`src/rtl/alu_op_issue_if.sv`:
```
// ALU operand issue bus: instruction + register reads in, decoded ALU operands out.
// Ports: in_valid/in_ready/instr/rs1_data/rs2_data (upstream side),
//        out_valid/out_ready/operand_a/operand_b/select_op/rd_addr/reg_wr_en/illegal (ALU side).
interface alu_op_issue_if;
  logic        in_valid;
  logic        in_ready;
  logic [31:0] instr;
  logic [31:0] rs1_data;
  logic [31:0] rs2_data;
  logic        out_valid;
  logic        out_ready;
  logic [31:0] operand_a;
  logic [31:0] operand_b;
  logic [4:0]  select_op;
  logic [4:0]  rd_addr;
  logic        reg_wr_en;
  logic        illegal;

  // The issue stage itself: consumes instructions, produces decoded entries.
  modport slave (
    input  in_valid, instr, rs1_data, rs2_data, out_ready,
    output in_ready, out_valid, operand_a, operand_b, select_op, rd_addr, reg_wr_en, illegal
  );

  // The environment around the stage: upstream feeder plus ALU consumer.
  modport master (
    output in_valid, instr, rs1_data, rs2_data, out_ready,
    input  in_ready, out_valid, operand_a, operand_b, select_op, rd_addr, reg_wr_en, illegal
  );
endinterface

```
`src/rtl/alu_op_issue.sv`:
```
// Purpose: decode RV32 add/sub/addi into ALU operands + select_op, issue via valid/ready.
// Latency: 1 cycle (accept at edge N -> out_valid after edge N when empty).
// Backpressure: 2-entry skid buffer, registered in_ready drops only when both entries are full.
// Ports: clk, rst (sync, active-high); bus = alu_op_issue_if.slave (input and output handshakes).
module alu_op_issue #(
  parameter int DEPTH = 2
) (
  input  logic          clk,
  input  logic          rst,
  alu_op_issue_if.slave bus
);

  typedef struct packed {
    logic [31:0] operand_a;
    logic [31:0] operand_b;
    logic [4:0]  select_op;
    logic [4:0]  rd_addr;
    logic        reg_wr_en;
    logic        illegal;
  } entry_t;

  typedef enum logic [1:0] {
    EMPTY = 2'd0,
    ONE   = 2'd1,
    TWO   = 2'd2
  } state_t;

  localparam logic [6:0] OPC_OP     = 7'b0110011;
  localparam logic [6:0] OPC_OP_IMM = 7'b0010011;
  localparam logic [6:0] F7_ADD     = 7'b0000000;
  localparam logic [6:0] F7_SUB     = 7'b0100000;
  localparam logic [2:0] F3_ADD     = 3'b000;
  localparam logic [4:0] SEL_ADD    = 5'b00000;
  localparam logic [4:0] SEL_SUB    = 5'b00001;

  // Slot 0 is the head driving the outputs; slot DEPTH-1 is the skid slot.
  entry_t buf_q [DEPTH];
  state_t state;
  logic   in_ready_q;
  logic   out_valid_q;
  entry_t dec;
  logic   accept;
  logic   issue;

  // Source-register index bits are resolved by the register file upstream.
  logic unused_rs1_idx;
  assign unused_rs1_idx = ^bus.instr[19:15];

  wire [6:0] opcode = bus.instr[6:0];
  wire [2:0] funct3 = bus.instr[14:12];
  wire [6:0] funct7 = bus.instr[31:25];

  // Default is the illegal/R-type shape: operands still carry rs1/rs2 so a
  // downstream trap handler sees consistent data.
  always_comb begin
    dec           = '0;
    dec.operand_a = bus.rs1_data;
    dec.operand_b = bus.rs2_data;
    dec.rd_addr   = bus.instr[11:7];
    dec.select_op = SEL_ADD;
    dec.reg_wr_en = 1'b0;
    dec.illegal   = 1'b1;
    if (opcode == OPC_OP && funct3 == F3_ADD && funct7 == F7_ADD) begin
      dec.reg_wr_en = 1'b1;
      dec.illegal   = 1'b0;
    end else if (opcode == OPC_OP && funct3 == F3_ADD && funct7 == F7_SUB) begin
      dec.select_op = SEL_SUB;
      dec.reg_wr_en = 1'b1;
      dec.illegal   = 1'b0;
    end else if (opcode == OPC_OP_IMM && funct3 == F3_ADD) begin
      dec.operand_b = {{20{bus.instr[31]}}, bus.instr[31:20]};
      dec.reg_wr_en = 1'b1;
      dec.illegal   = 1'b0;
    end
  end

  assign accept = bus.in_valid && in_ready_q;
  assign issue  = out_valid_q && bus.out_ready;

  // in_ready_q / out_valid_q are loaded with the values implied by the next
  // state, so both are pure flops and in_ready never depends on out_ready.
  always_ff @(posedge clk) begin
    if (rst) begin
      state       <= EMPTY;
      in_ready_q  <= 1'b1;
      out_valid_q <= 1'b0;
      for (int i = 0; i < DEPTH; i++) begin
        buf_q[i] <= '0;
      end
    end else begin
      case (state)
        EMPTY: begin
          if (accept) begin
            buf_q[0]    <= dec;
            state       <= ONE;
            out_valid_q <= 1'b1;
          end
        end
        ONE: begin
          if (accept && !issue) begin
            buf_q[DEPTH-1] <= dec;
            state          <= TWO;
            in_ready_q     <= 1'b0;
          end else if (accept && issue) begin
            // Head leaves and the newcomer takes its place in the same edge.
            buf_q[0] <= dec;
          end else if (issue) begin
            state       <= EMPTY;
            out_valid_q <= 1'b0;
          end
        end
        TWO: begin
          // in_ready is low here, so only an issue can happen.
          if (issue) begin
            buf_q[0]   <= buf_q[DEPTH-1];
            state      <= ONE;
            in_ready_q <= 1'b1;
          end
        end
        default: begin
          state       <= EMPTY;
          in_ready_q  <= 1'b1;
          out_valid_q <= 1'b0;
        end
      endcase
    end
  end

  assign bus.in_ready  = in_ready_q;
  assign bus.out_valid = out_valid_q;
  assign bus.operand_a = buf_q[0].operand_a;
  assign bus.operand_b = buf_q[0].operand_b;
  assign bus.select_op = buf_q[0].select_op;
  assign bus.rd_addr   = buf_q[0].rd_addr;
  assign bus.reg_wr_en = buf_q[0].reg_wr_en;
  assign bus.illegal   = buf_q[0].illegal;

endmodule

```
`src/flat_wrapper.sv`:
```
// flat-port wrapper written by rule: the top's interface ports become plain ports
module alu_op_issue_flat 
#(
  parameter int DEPTH = 2
)
  (clk, rst, bus_in_valid, bus_instr, bus_rs1_data, bus_rs2_data, bus_out_ready, bus_in_ready, bus_out_valid, bus_operand_a, bus_operand_b, bus_select_op, bus_rd_addr, bus_reg_wr_en, bus_illegal);
  alu_op_issue_if bus_i ();
  input  logic clk;
  input  logic rst;
  input wire logic [$bits(bus_i.in_valid)-1:0] bus_in_valid;
  input wire logic [$bits(bus_i.instr)-1:0] bus_instr;
  input wire logic [$bits(bus_i.rs1_data)-1:0] bus_rs1_data;
  input wire logic [$bits(bus_i.rs2_data)-1:0] bus_rs2_data;
  input wire logic [$bits(bus_i.out_ready)-1:0] bus_out_ready;
  output wire logic [$bits(bus_i.in_ready)-1:0] bus_in_ready;
  output wire logic [$bits(bus_i.out_valid)-1:0] bus_out_valid;
  output wire logic [$bits(bus_i.operand_a)-1:0] bus_operand_a;
  output wire logic [$bits(bus_i.operand_b)-1:0] bus_operand_b;
  output wire logic [$bits(bus_i.select_op)-1:0] bus_select_op;
  output wire logic [$bits(bus_i.rd_addr)-1:0] bus_rd_addr;
  output wire logic [$bits(bus_i.reg_wr_en)-1:0] bus_reg_wr_en;
  output wire logic [$bits(bus_i.illegal)-1:0] bus_illegal;
  assign bus_i.in_valid = bus_in_valid;
  assign bus_i.instr = bus_instr;
  assign bus_i.rs1_data = bus_rs1_data;
  assign bus_i.rs2_data = bus_rs2_data;
  assign bus_i.out_ready = bus_out_ready;
  assign bus_in_ready = bus_i.in_ready;
  assign bus_out_valid = bus_i.out_valid;
  assign bus_operand_a = bus_i.operand_a;
  assign bus_operand_b = bus_i.operand_b;
  assign bus_select_op = bus_i.select_op;
  assign bus_rd_addr = bus_i.rd_addr;
  assign bus_reg_wr_en = bus_i.reg_wr_en;
  assign bus_illegal = bus_i.illegal;
  alu_op_issue #(.DEPTH(DEPTH)) u_core (.clk(clk), .rst(rst), .bus(bus_i));
endmodule
```
`config.mk`:
```
export PLATFORM = sky130hd
export DESIGN_NAME = alu_op_issue_flat
export DESIGN_NICKNAME = d
export VERILOG_FILES = /design/src/rtl/alu_op_issue_if.sv /design/src/rtl/alu_op_issue.sv /design/src/flat_wrapper.sv
export SDC_FILE = /design/constraint.sdc
export NUM_CORES = 1
export LEC_CHECK = 0
export BUFFER_PORTS_ARGS = -buffer_cell sky130_fd_sc_hd__buf_4
export CAP_MARGIN = 15
export CORE_UTILIZATION = 50
export CTS_CLUSTER_DIAMETER = 80
export CTS_CLUSTER_SIZE = 8
export DETAILED_ROUTE_END_ITERATION = 8
export PLACE_DENSITY = 0.8
export SETUP_SLACK_MARGIN = 0.1
export SLEW_MARGIN = 20
export SYNTH_ARGS = -nofsm -noshare
export SYNTH_HDL_FRONTEND = slang
export SYNTH_SLANG_ARGS = --single-unit
```
`constraint.sdc`:
```
create_clock -name clk -period 27.4 [get_ports clk]
set_input_delay 8.22 -clock clk [delete_from_list [all_inputs] [get_ports clk]]
set_output_delay 8.22 -clock clk [all_outputs]
set_load 0.05 [all_outputs]
```
# After elaboration in Yosys (flattened, before gate mapping)
# Memories as Yosys holds them, arrays and structs flattened.
# Index checks and enable logic that the tools add are counted.
# W data, S select, Z words.
[totals] word_cells=82 out_inout_bits=78 ram_bits=152 reg_bits=4 latchBits=0 romBits=0 n_memories=1 in_bits=100
[classes] add_sub_neg=0 n_div=0 n_reduce_logical=15 eq_ne=13 mul=0 n_shift=0 order_cmp=0 n_bitwise=6 n_mux=44
[memory_table] memory="u_core.buf_q" depth=2 word_bits=76 read_ports=2 rd_ports_with_merged_regs=0 wr=2 line_no="alu_op_issue.sv:37" text="entry_t buf_q [DEPTH];"
[op_table] cell="$mux W76" n=4
[op_table] cell="$mux W32" n=2
[op_table] cell="$mux W37" n=1
[op_table] cell="$mux W1" n=26
[op_table] cell="$mux W2" n=8
[op_table] cell="$eq A7 B6 Y1 const B" n=2
[op_table] cell="$logic_and A1 B1 Y1" n=8
[op_table] cell="$ne A2 B1 Y1 const B" n=4
[op_table] cell="$eq A7 B5 Y1 const B" n=1
[op_table] cell="$logic_not A7 Y1" n=1
[op_table] cell="$pmux W1 S3" n=2
[op_table] cell="$pmux W2 S3" n=1
[op_table] cell="$reduce_and A5 Y1" n=1
[op_table] cell="$ne A2 B2 Y1 const B" n=2
[op_table] cell="$or A1 B1 Y1" n=4
[op_table] cell="$reduce_and A4 Y1" n=1
[op_table] cell="$logic_not A3 Y1" n=1
[op_table] cell="$ne A3 B1 Y1 const B" n=1
[op_table] cell="$ne A3 B2 Y1 const B" n=1
[op_table] cell="$reduce_and A3 Y1" n=1
[op_table] cell="$eq A2 B1 Y1 const B" n=1
[op_table] cell="$eq A2 B2 Y1 const B" n=1
[op_table] cell="$logic_not A2 Y1" n=1
[op_table] cell="$not A1 Y1" n=2
[op_table] cell="$logic_not A1 Y1" n=1

# Logic depth before layout (Yosys ltp)
# Gate-level depths: netlist of the first run.
[depth] ltp_word=9 mapped_depth=7 ltp_nobuf=4

# Least setup slack after synthesis of the first run
# OpenSTA, ideal clock, no wires.
[synth_path] path_type="input-to-reg" from="input bus_out_ready" to="memory u_core.buf_q[0][0] (netlist name) (enable)" path_buffers=0 arrival_ps=16689 path_stages=2 setup_ps=749 required_ps=26651 setup_slack_ps=9962 cell_sequence="a21boi_0 -> o311ai_0"
[synth_rtl] item="start: declaration" line_no="flat_wrapper.sv:14" text="input wire logic [$bits(bus_i.out_ready)-1:0] bus_out_ready;"
[synth_rtl] item="end: declaration" line_no="alu_op_issue.sv:37"

==> results.toml, run 1 <==
[detailed_routing]
drt_iter0_drc = 602
drc_errors = 0
wirelength_um = 16700
wl_per_cell_um = 18.51
first_pass_iters = 5
vias = 5364
drt-vias-per-instance = 5.947
drtAntennaViolNets = 0

[worst_setup_path]
setup.worst_path.start = "rst"
path_max_fanout = 88
rrSetupSlack_ps = 24710
crit_required_ps = 27690
cp.arrival_ps = 10470
worstSetupEndpointType = "flip-flop"
critical_path_class = "in2reg"
rr_worst_depth = 5
rr_endpoint = "u_core.buf_q[0][7]"
cp-start-kind = "input pin"
r2r_start = "u_core.state[1]"
cp-endpoint = "u_core.buf_q[0][7]"

[synthesis]
synth_area_sq_um = 6663
ys_seq_area_share_pct = 66.10
async_reset_ff_share_pct = 0
synth_edf_count = 144
netlist_instances = 573
yosys.area.top_type = "edfxtp_1"
ys_top_cells_by_area = "edfxtp_1 65%, a21oi_1 9.6%, o21ai_0 4.5%, and3_1 3.5%, clkbuf_1 2.5%"
synth_ff_type = "edfxtp_1"
syn_area_per_cell_sq_um = 11.63
synth_cell_types = 40
synth_seq_cells = 148
yosysWarnings = 0
synth_top_area_share_pct = 64.90

[global_routing]
grt_pass1_vias = 5205
grt_use_met3_pct = 4.961
met1_usage_pct = 29.73
gr-total-overflow = 0
grt_start_max_net_pins = 89
met2_usage_pct = 41.31
grt_most_used_layer = "met2"
antenna_found_initial = 0
grt_pass1_wl_um = 26230
grt.total_usage_pct = 24.35

[finish]
drive_above_1_share_pct = 30.14
final-seq-area_sq_um = 4404
antenna_cells = 0
final_cell_mix = "176 x buf_4, 144 x edfxtp_1, 128 x a21oi_1"
final.fill_count = 954
finish.utilization_pct = 67.92
nets = 817
final_area_sq_um = 8711
syn_to_final_growth_pct = 30.74
final_common_cell = "buf_4"
multi_input_area_sq_um = 2100

[timing]
hold_ws_ps = 554.1
layout_worst_path_cycle_share_pct = 37.14
rsz0062_at_grt = "no"
max_freq_mhz = 98.26
worstMarginPinSlew_ps = 1085
setup_viol_count_final = 0
min_period_ps = 10180
finClkSkew_ps = 6.819
drv_slew = 0
hold_viol = 0
slew_headroom_pct = 27.27
fin_setup_tns_ps = 0

[pwr]
ir_drop_v = 0.00003957
power_w = 0.0007003
p_per_area_nw_per_um2 = 80.39
leakage_nw = 3.484

[clocking]
cts.clk_slew.worst_paths_ps = 60
ctsResizeCount = 0
cts_tree = "done"
postCtsHoldBufs = 0
cts_buffers = 17
cts-root-buf = "clkbuf_16"
postCtsSetupBuffers = 0
cts.htree.levels = 4
max-clock-path-buffers = 2
insertion_delay_ps = 420
cts.sinks = 148

[die]
die_x_um = 117.4
design.core.area_sq_um = 12820
ios = 178
rows = 41
initial_core_util_pct = 51.95
dieHeight_um = 117.4
dieArea_sq_um = 13790

[placed_design]
place_area_sq_um = 8051
io_buffers = 168
dp_hpwl_um = 10140
routabilityCongestion = 0.7837

[status]
status = "complete, no violations"

[min_path]
hp-start = "u_core.buf_q[1][0]"
hp-class = "reg2reg"

[job]
maxCapViolCount = 0
## worst max-delay path, cell delays in order
cell      delay, ps
buf_4           160
nor4bb_4        250
buf_4           480
nand2_4         670
nor4_4          470
a311o_2         160
## cell families (layout without fill, tap and decap cells)
group                  count (synthesis)  in the layout  share of synthesized area (%)
multiplexers                          12             12                          1.803
AO/OA/AOI/OAI                        212            212                          17.01
AND/OR/NAND/NOR                      143            143                          11.47
flip-flops                           148            148                          66.10
other                                  1              4                        0.05628
buffers and inverters                 57            211                          3.549
## how the worst min path moves through the flow
stage | end | slack (ps) | cells past startpoint
finish | u_core.buf_q[0][0] | 550 | 2
global route | u_core.buf_q[0][1] | 590 | 1
detailed placement | u_core.buf_q[0][0] | 540 | 2
CTS | u_core.buf_q[0][0] | 550 | 2
global placement | u_core.buf_q[0][0] | 530 | 2
floorplan | u_core.buf_q[0][0] | 500 | 2
## layout make-up
| cell class | count | share of cell area, % |
|---|---|---|
| inverter | 3 | 0.1293 |
| sequential | 148 | 50.56 |
| multi-input combinational | 371 | 24.10 |
| tap | 172 | 2.471 |
| timing repair buffer | 176 | 15.17 |
| clock buffer | 17 | 4.884 |
| clock inverter | 15 | 2.686 |
## Yosys cell counts (all sizes together), types with 2 or more instances
library cell / n
nand4b: 2
a21oi: 128
buf: 10
nor2: 38
and2: 2
nand2: 16
o32ai: 3
a22oi: 11
a21boi: 2
mux2i: 12
and3: 37
o21ai: 60
clkbuf: 44
nand2b: 2
a211oi: 2
nand3b: 2
dfxtp: 4
nor4: 4
nor3: 9
nand3: 24
inv: 3
edfxtp: 144
## sequential cells by signal (all words and copies together), names as in the netlist
signal and flops:
u_core.buf_q 144, u_core.state 2, u_core.bus.in_ready 1, u_core.bus.out_valid 1
## where the power goes
part | internal [W] | switching (W) | leakage, nW
sequential | 0.000285 | 0.0000129 | 1.56
combinational | 0.0000419 | 0.000102 | 1.61
clock | 0.000170 | 0.0000891 | 0.316
## metrics by stage
stage | worst slack, ps | cells
2_1_floorplan | 9962 | 576
3_3_place_gp | 16890 | 870
3_5_place_dp | 16800 | 870
4_1_cts | 17240 | 902
5_1_grt | 17090 | 902
6_report | 17220 | 902
## routing by layer
| metal | vias up | part of all wire, % | wire [um] |
|---|---|---|---|
| met1 | 2560 | 40 | 6637 |
| met5 | - | 0 | 0 |
| li1 | 2460 | - | - |
| met4 | 0 | 2.7 | 445 |
| met2 | 310 | 50 | 8409 |
| met3 | 34 | 7.2 | 1209 |
No activity file was read; power rests on OpenSTA's default activity.
==> inputs of run 2 (changes only) <==
Settings changed: ABC_AREA from default to 1.
Clock period 27.4 ns to 9.7 ns, I/O delays scaled along.
==> results.toml, run 2 <==
[timing]
hold_ws_ps = 466.7
min_period_ps = 5596
rsz0062_at_grt = "no"
slew_headroom_pct = 30.87
layout_worst_path_cycle_share_pct = 57.69
hold_viol = 0
max_freq_mhz = 178.7
fin_setup_tns_ps = 0
drv_slew = 0
finClkSkew_ps = 4.639
setup_viol_count_final = 0
worstMarginPinSlew_ps = 1037

[synthesis]
ys_seq_area_share_pct = 61.05
synth_seq_cells = 148
synth_edf_count = 144
synth_cell_types = 31
yosysWarnings = 0
synth_ff_type = "edfxtp_1"
synth_area_sq_um = 7214
yosys.area.top_type = "edfxtp_1"
synth_top_area_share_pct = 59.94
netlist_instances = 716
async_reset_ff_share_pct = 0
synthTopCellsByCount = "144 x edfxtp_1, 119 x nor2_1, 112 x nand2_1"
syn_area_per_cell_sq_um = 10.08
yosysMostFrequentCell = "edfxtp_1"
ys_top_cells_by_area = "edfxtp_1 60%, nor2_1 6.2%, nand2_1 5.8%, nand3_1 4.9%, inv_1 4.2%"

[clocking]
cts.sinks = 148
postCtsHoldBufs = 0
ctsResizeCount = 0
cts.clk_slew.worst_paths_ps = 60
cts.htree.levels = 4
cts-root-buf = "clkbuf_16"
postCtsSetupBuffers = 0
max-clock-path-buffers = 2
cts_tree = "done"
insertion_delay_ps = 420
cts_buffers = 17

[pwr]
swShare_pct = 30.98
seq_power_share_pct = 44.2
p_int_w = 0.001312
power_w = 0.001901
power_frac_comb_pct = 22.4
leakage_nw = 4.169
clkPwrFrac_pct = 33.4
p_per_area_nw_per_um2 = 209.6
switchingPower_w = 0.0005889
ir_drop_v = 0.0001131

[detailed_routing]
drtAntennaViolNets = 0
wirelength_um = 15600
first_pass_iters = 4
vias = 5411
drt_iter0_drc = 465
wl_per_cell_um = 14.72
drt-vias-per-instance = 5.105
drc_errors = 0

[placed_design]
dpl.cell_count = 1026
io_buffers = 168
routabilityCongestion = 0.7417
dp_hpwl_um = 9324

[worst_setup_path]
rrSetupSlack_ps = 6310
path_max_fanout = 54
cp-start-kind = "input pin"
critical_path.top_delay_family = "simple AND/OR/NAND/NOR gates"
crit_top_cell = "nand2_4"
slowest_stage = "nor2_4"
critical_path_class = "in2reg"
worstSetupEndpointType = "flip-flop"
cp_num_buf_inv = 3
path_cells = "buf_4 > nand2_1 > nor2_4 > nand2_4 > nand2_4 > inv_2 > nand3_4 > buf_16"
max_stage_delay_ps = 790
crit_required_ps = 9790
cp.arrival_ps = 5690

[finish]
reg.largest.list = "u_core.buf_q (144), u_core.state (2)"
largest_reg_flops = 144
final.fill_count = 1102
final-instance-count-excl-fill = 1060
nets = 967
antenna_cells = 0
final_cell_mix = "169 x buf_4, 144 x edfxtp_1, 119 x nor2_1"
final-seq-area_sq_um = 4404
multi_input_area_sq_um = 2242
syn_to_final_growth_pct = 25.70
top_register = "u_core.buf_q"
drive_above_1_share_pct = 27.84
final_common_cell = "buf_4"

[global_routing]
grt_pass1_vias = 5063
gr-total-overflow = 0
grt_pass1_wl_um = 24400
antenna_found_initial = 0
grt_start_max_net_pins = 105
grt.total_usage_pct = 21.59

[die]
design.core.area_sq_um = 13990
rows = 43
ios = 178
initial_core_util_pct = 51.57
dieHeight_um = 122.1
dieArea_sq_um = 14910
die_x_um = 122.1

[min_path]
hp-class = "reg2reg"

[job]
maxCapViolCount = 0

[status]
status = "complete, no violations"
==> run 2: tightest hold or removal path, delay by kind of cell, from the launching register on <==
family,cells,cell delay (ps)
flops,1,320
simple gates,2,100
==> run 2: kinds of logic (layout without fill, tap and decap cells) <==
logic type | Yosys count | count (layout) | share of synthesized area (%)
and+or+nand+nor | 330 | 330 | 20.14
DFF | 148 | 148 | 61.05
buffers and inverters | 126 | 287 | 8.307
AOI/OAI and AO/OA | 111 | 111 | 10.46
other | 1 | 4 | 0.05198
==> run 2: area by class of cell <==
cell class / instances / share of cell area, %
Clock buffer: 18 / 4.732
Clock inverter: 14 / 1.504
Inverter: 84 / 3.477
Multi-Input combinational cell: 445 / 24.72
Sequential cell: 148 / 48.57
Tap cell: 180 / 2.483
Timing Repair Buffer: 171 / 14.51
==> run 2: metal layers <==
layer  global-route usage (%)  vias to the layer above  routed length (um)
li1                         -                     2697                   -
met4                    7.927                        0                 133
met1                    27.30                     2521                6704
met2                    35.59                      182                7627
met5                        0                        -                   0
met3                    5.712                       11                1134
==> run 2: path summary, 6_finish.rpt <==
path / startpoint / end / cells past startpoint
setup / recovery: bus_out_ready / u_core.buf_q[0][67] / 8
hold / removal: u_core.bus.in_ready / u_core.bus.in_ready / 2
setup reg to reg: u_core.bus.out_valid / u_core.buf_q[0][67] / 7
hold reg to reg: u_core.bus.in_ready / u_core.bus.in_ready / 2
==> run 2: power groups by stage <==
stage | clock, W | combinational, W | sequential [W]
CTS | 0.000642 | 0.000426 | 0.000843
global placement | 0 | 0.000420 | 0.000853
detailed placement | 0 | 0.000425 | 0.000855
global route | 0.000665 | 0.000453 | 0.000850
floorplan | 0 | 0.000111 | 0.00103
finish | 0.000634 | 0.000426 | 0.000841
==> run 2: through the flow <==
stage | cell area, sq um | worst slack [ps] | util (%)
2_1_floorplan | 7226 | 3584 | -
3_3_place_gp | 8456 | 3457 | 60.45
3_5_place_dp | 8456 | 3453 | 60.45
4_1_cts | 9021 | 3886 | 64.49
5_1_grt | 9069 | 3903 | 64.83
6_report | 9069 | 4104 | 64.83
==> inputs of run 3 (changes only) <==
Settings changed: CORE_UTILIZATION 50 to 49, PLACE_DENSITY 0.8 to 0.81.
Clock period 9.7 ns to 4.5 ns, I/O delays scaled along.
==> results.toml, run 3 (synthesis gave the netlist of run 2 again) <==
[timing]
min_period_ps = 3071
max_freq_mhz = 325.6
setup_viol_count_final = 0
hold_viol = 0
slew_headroom_pct = 30.80
rsz0062_at_grt = "no"
worstMarginPinSlew_ps = 1038
drv_slew = 0
finClkSkew_ps = 5.224
layout_worst_path_cycle_share_pct = 68.25
fin_setup_tns_ps = 0

[global_routing]
grt.total_usage_pct = 21.84
antenna_found_initial = 0
grt_start_max_net_pins = 74
gr-total-overflow = 0
grt_pass1_vias = 5205
grt_pass1_wl_um = 25140

[min_path]
worstHoldEndpoint = "u_core.bus.in_ready"
hold_depth = 2
hp-start = "u_core.bus.in_ready"
hp-class = "reg2reg"

[finish]
antenna_cells = 0
nets = 970
largest_reg_flops = 144
finish.utilization_pct = 64.68
multi_input_area_sq_um = 2242
reg.largest.list = "u_core.buf_q (144), u_core.state (2)"
final_cell_mix = "173 x buf_4, 144 x edfxtp_1, 119 x nor2_1"
syn_to_final_growth_pct = 26.38
drive_above_1_share_pct = 28.31
final-seq-area_sq_um = 4404
final.fill_count = 1125
final_common_cell = "buf_4"
top_register = "u_core.buf_q"

[die]
die_x_um = 123.3
dieHeight_um = 123.3
ios = 178
dieArea_sq_um = 15210
initial_core_util_pct = 51.18
rows = 43
design.core.area_sq_um = 14100

[detailed_routing]
drt-vias-per-instance = 5.135
vias = 5459
drtAntennaViolNets = 0
first_pass_iters = 4
wl_per_cell_um = 14.88
drc_errors = 0
wirelength_um = 15820
drt_iter0_drc = 454

[clocking]
cts.clk_slew.worst_paths_ps = 60
cts.sinks = 148
insertion_delay_ps = 410
cts_buffers = 17
cts_tree = "done"
cts-root-buf = "clkbuf_16"
max-clock-path-buffers = 2
cts.htree.levels = 4
ctsResizeCount = 0
postCtsSetupBuffers = 0
postCtsHoldBufs = 0

[placed_design]
dp_hpwl_um = 9787
io_buffers = 168
routabilityCongestion = 0.7922

[pwr]
leakage_nw = 4.203
p_per_area_nw_per_um2 = 460.4
ir_drop_v = 0.0002423

[worst_setup_path]
path_max_fanout = 59
r2r_start = "u_core.bus.out_valid"
cp.arrival_ps = 3240
rr_endpoint = "u_core.buf_q[0][36]"
crit_required_ps = 4670
critical_path_class = "in2reg"
rrSetupSlack_ps = 2150
cp-start-kind = "input pin"
rr_worst_depth = 8
worstSetupEndpointType = "flip-flop"

[job]
maxCapViolCount = 0

[status]
status = "complete, no violations"
==> run 3: cell count changes in the layout (fill, tap and decap cells not counted) <==
cell,previous run,this run
bufinv_16,2,4
clkinvlp_4,3,2
clkbuf_1,1,0
clkinv_2,4,6
clkinv_1,2,1
buf_16,1,0
buf_4,169,173
inv_6,2,1
==> run 3: metrics by stage <==
step | cell area, sq um | hold WS (ps) | total power [W] | setup WS, ps | std cells
floorplan | 7231 | 505.2 | 0.002462 | 829.6 | 719
global placement | 8486 | 460.0 | 0.002744 | 1020 | 1030
detailed placement | 8486 | 466.6 | 0.002764 | 995.9 | 1030
CTS | 9097 | 476.8 | 0.004226 | 1443 | 1062
global route | 9117 | 524.6 | 0.004352 | 1279 | 1063
finish | 9117 | 474.2 | 0.004198 | 1429 | 1063
==> run 3: report_power, final <==
part           internal (W)  switching, W  leakage, nW
sequential          0.00175     0.0000615         1.56
combinational      0.000261      0.000657         2.35
clock              0.000921      0.000542        0.300
total               0.00294       0.00126         4.20
==> run 3: worst max-delay path by stage <==
stage                  start             endpoint  slack, ps  cells after the start
3_5_place_dp   bus_out_ready  u_core.buf_q[0][36]       1000                      9
4_1_cts        bus_out_ready  u_core.buf_q[0][36]       1440                      9
2_1_floorplan  bus_out_ready   u_core.buf_q[1][0]        830                      3
6_report       bus_out_ready  u_core.buf_q[0][36]       1430                      9
5_1_grt        bus_out_ready  u_core.buf_q[0][36]       1280                      9
3_3_place_gp   bus_out_ready  u_core.buf_q[0][34]       1020                      9
==> run 3: final cells by class <==
class,instances,area share [%]
Clock buffer,17,4.666
Multi-Input combinational cell,445,24.59
Timing Repair Buffer,174,14.46
Inverter,84,3.458
Sequential cell,148,48.31
Clock inverter,15,2.045
Tap cell,180,2.470
==> run 3: worst max-delay path: stages <==
cell     delay (ps)
buf_4           110
nand2_1         250
nor2_4           80
nand2_4          70
buf_4           400
buf_4           600
nand3_1         170
nand2_1         110
nand2_1          50
==> run 3: metal layers <==
metal / up-vias / wire [um] / global-route usage [%]
met5: - / 0 / 0
met4: 0 / 135 / 7.078
met3: 14 / 1322 / 6.042
met2: 231 / 7775 / 36.70
met1: 2513 / 6582 / 27.21
li1: 2701 / - / -
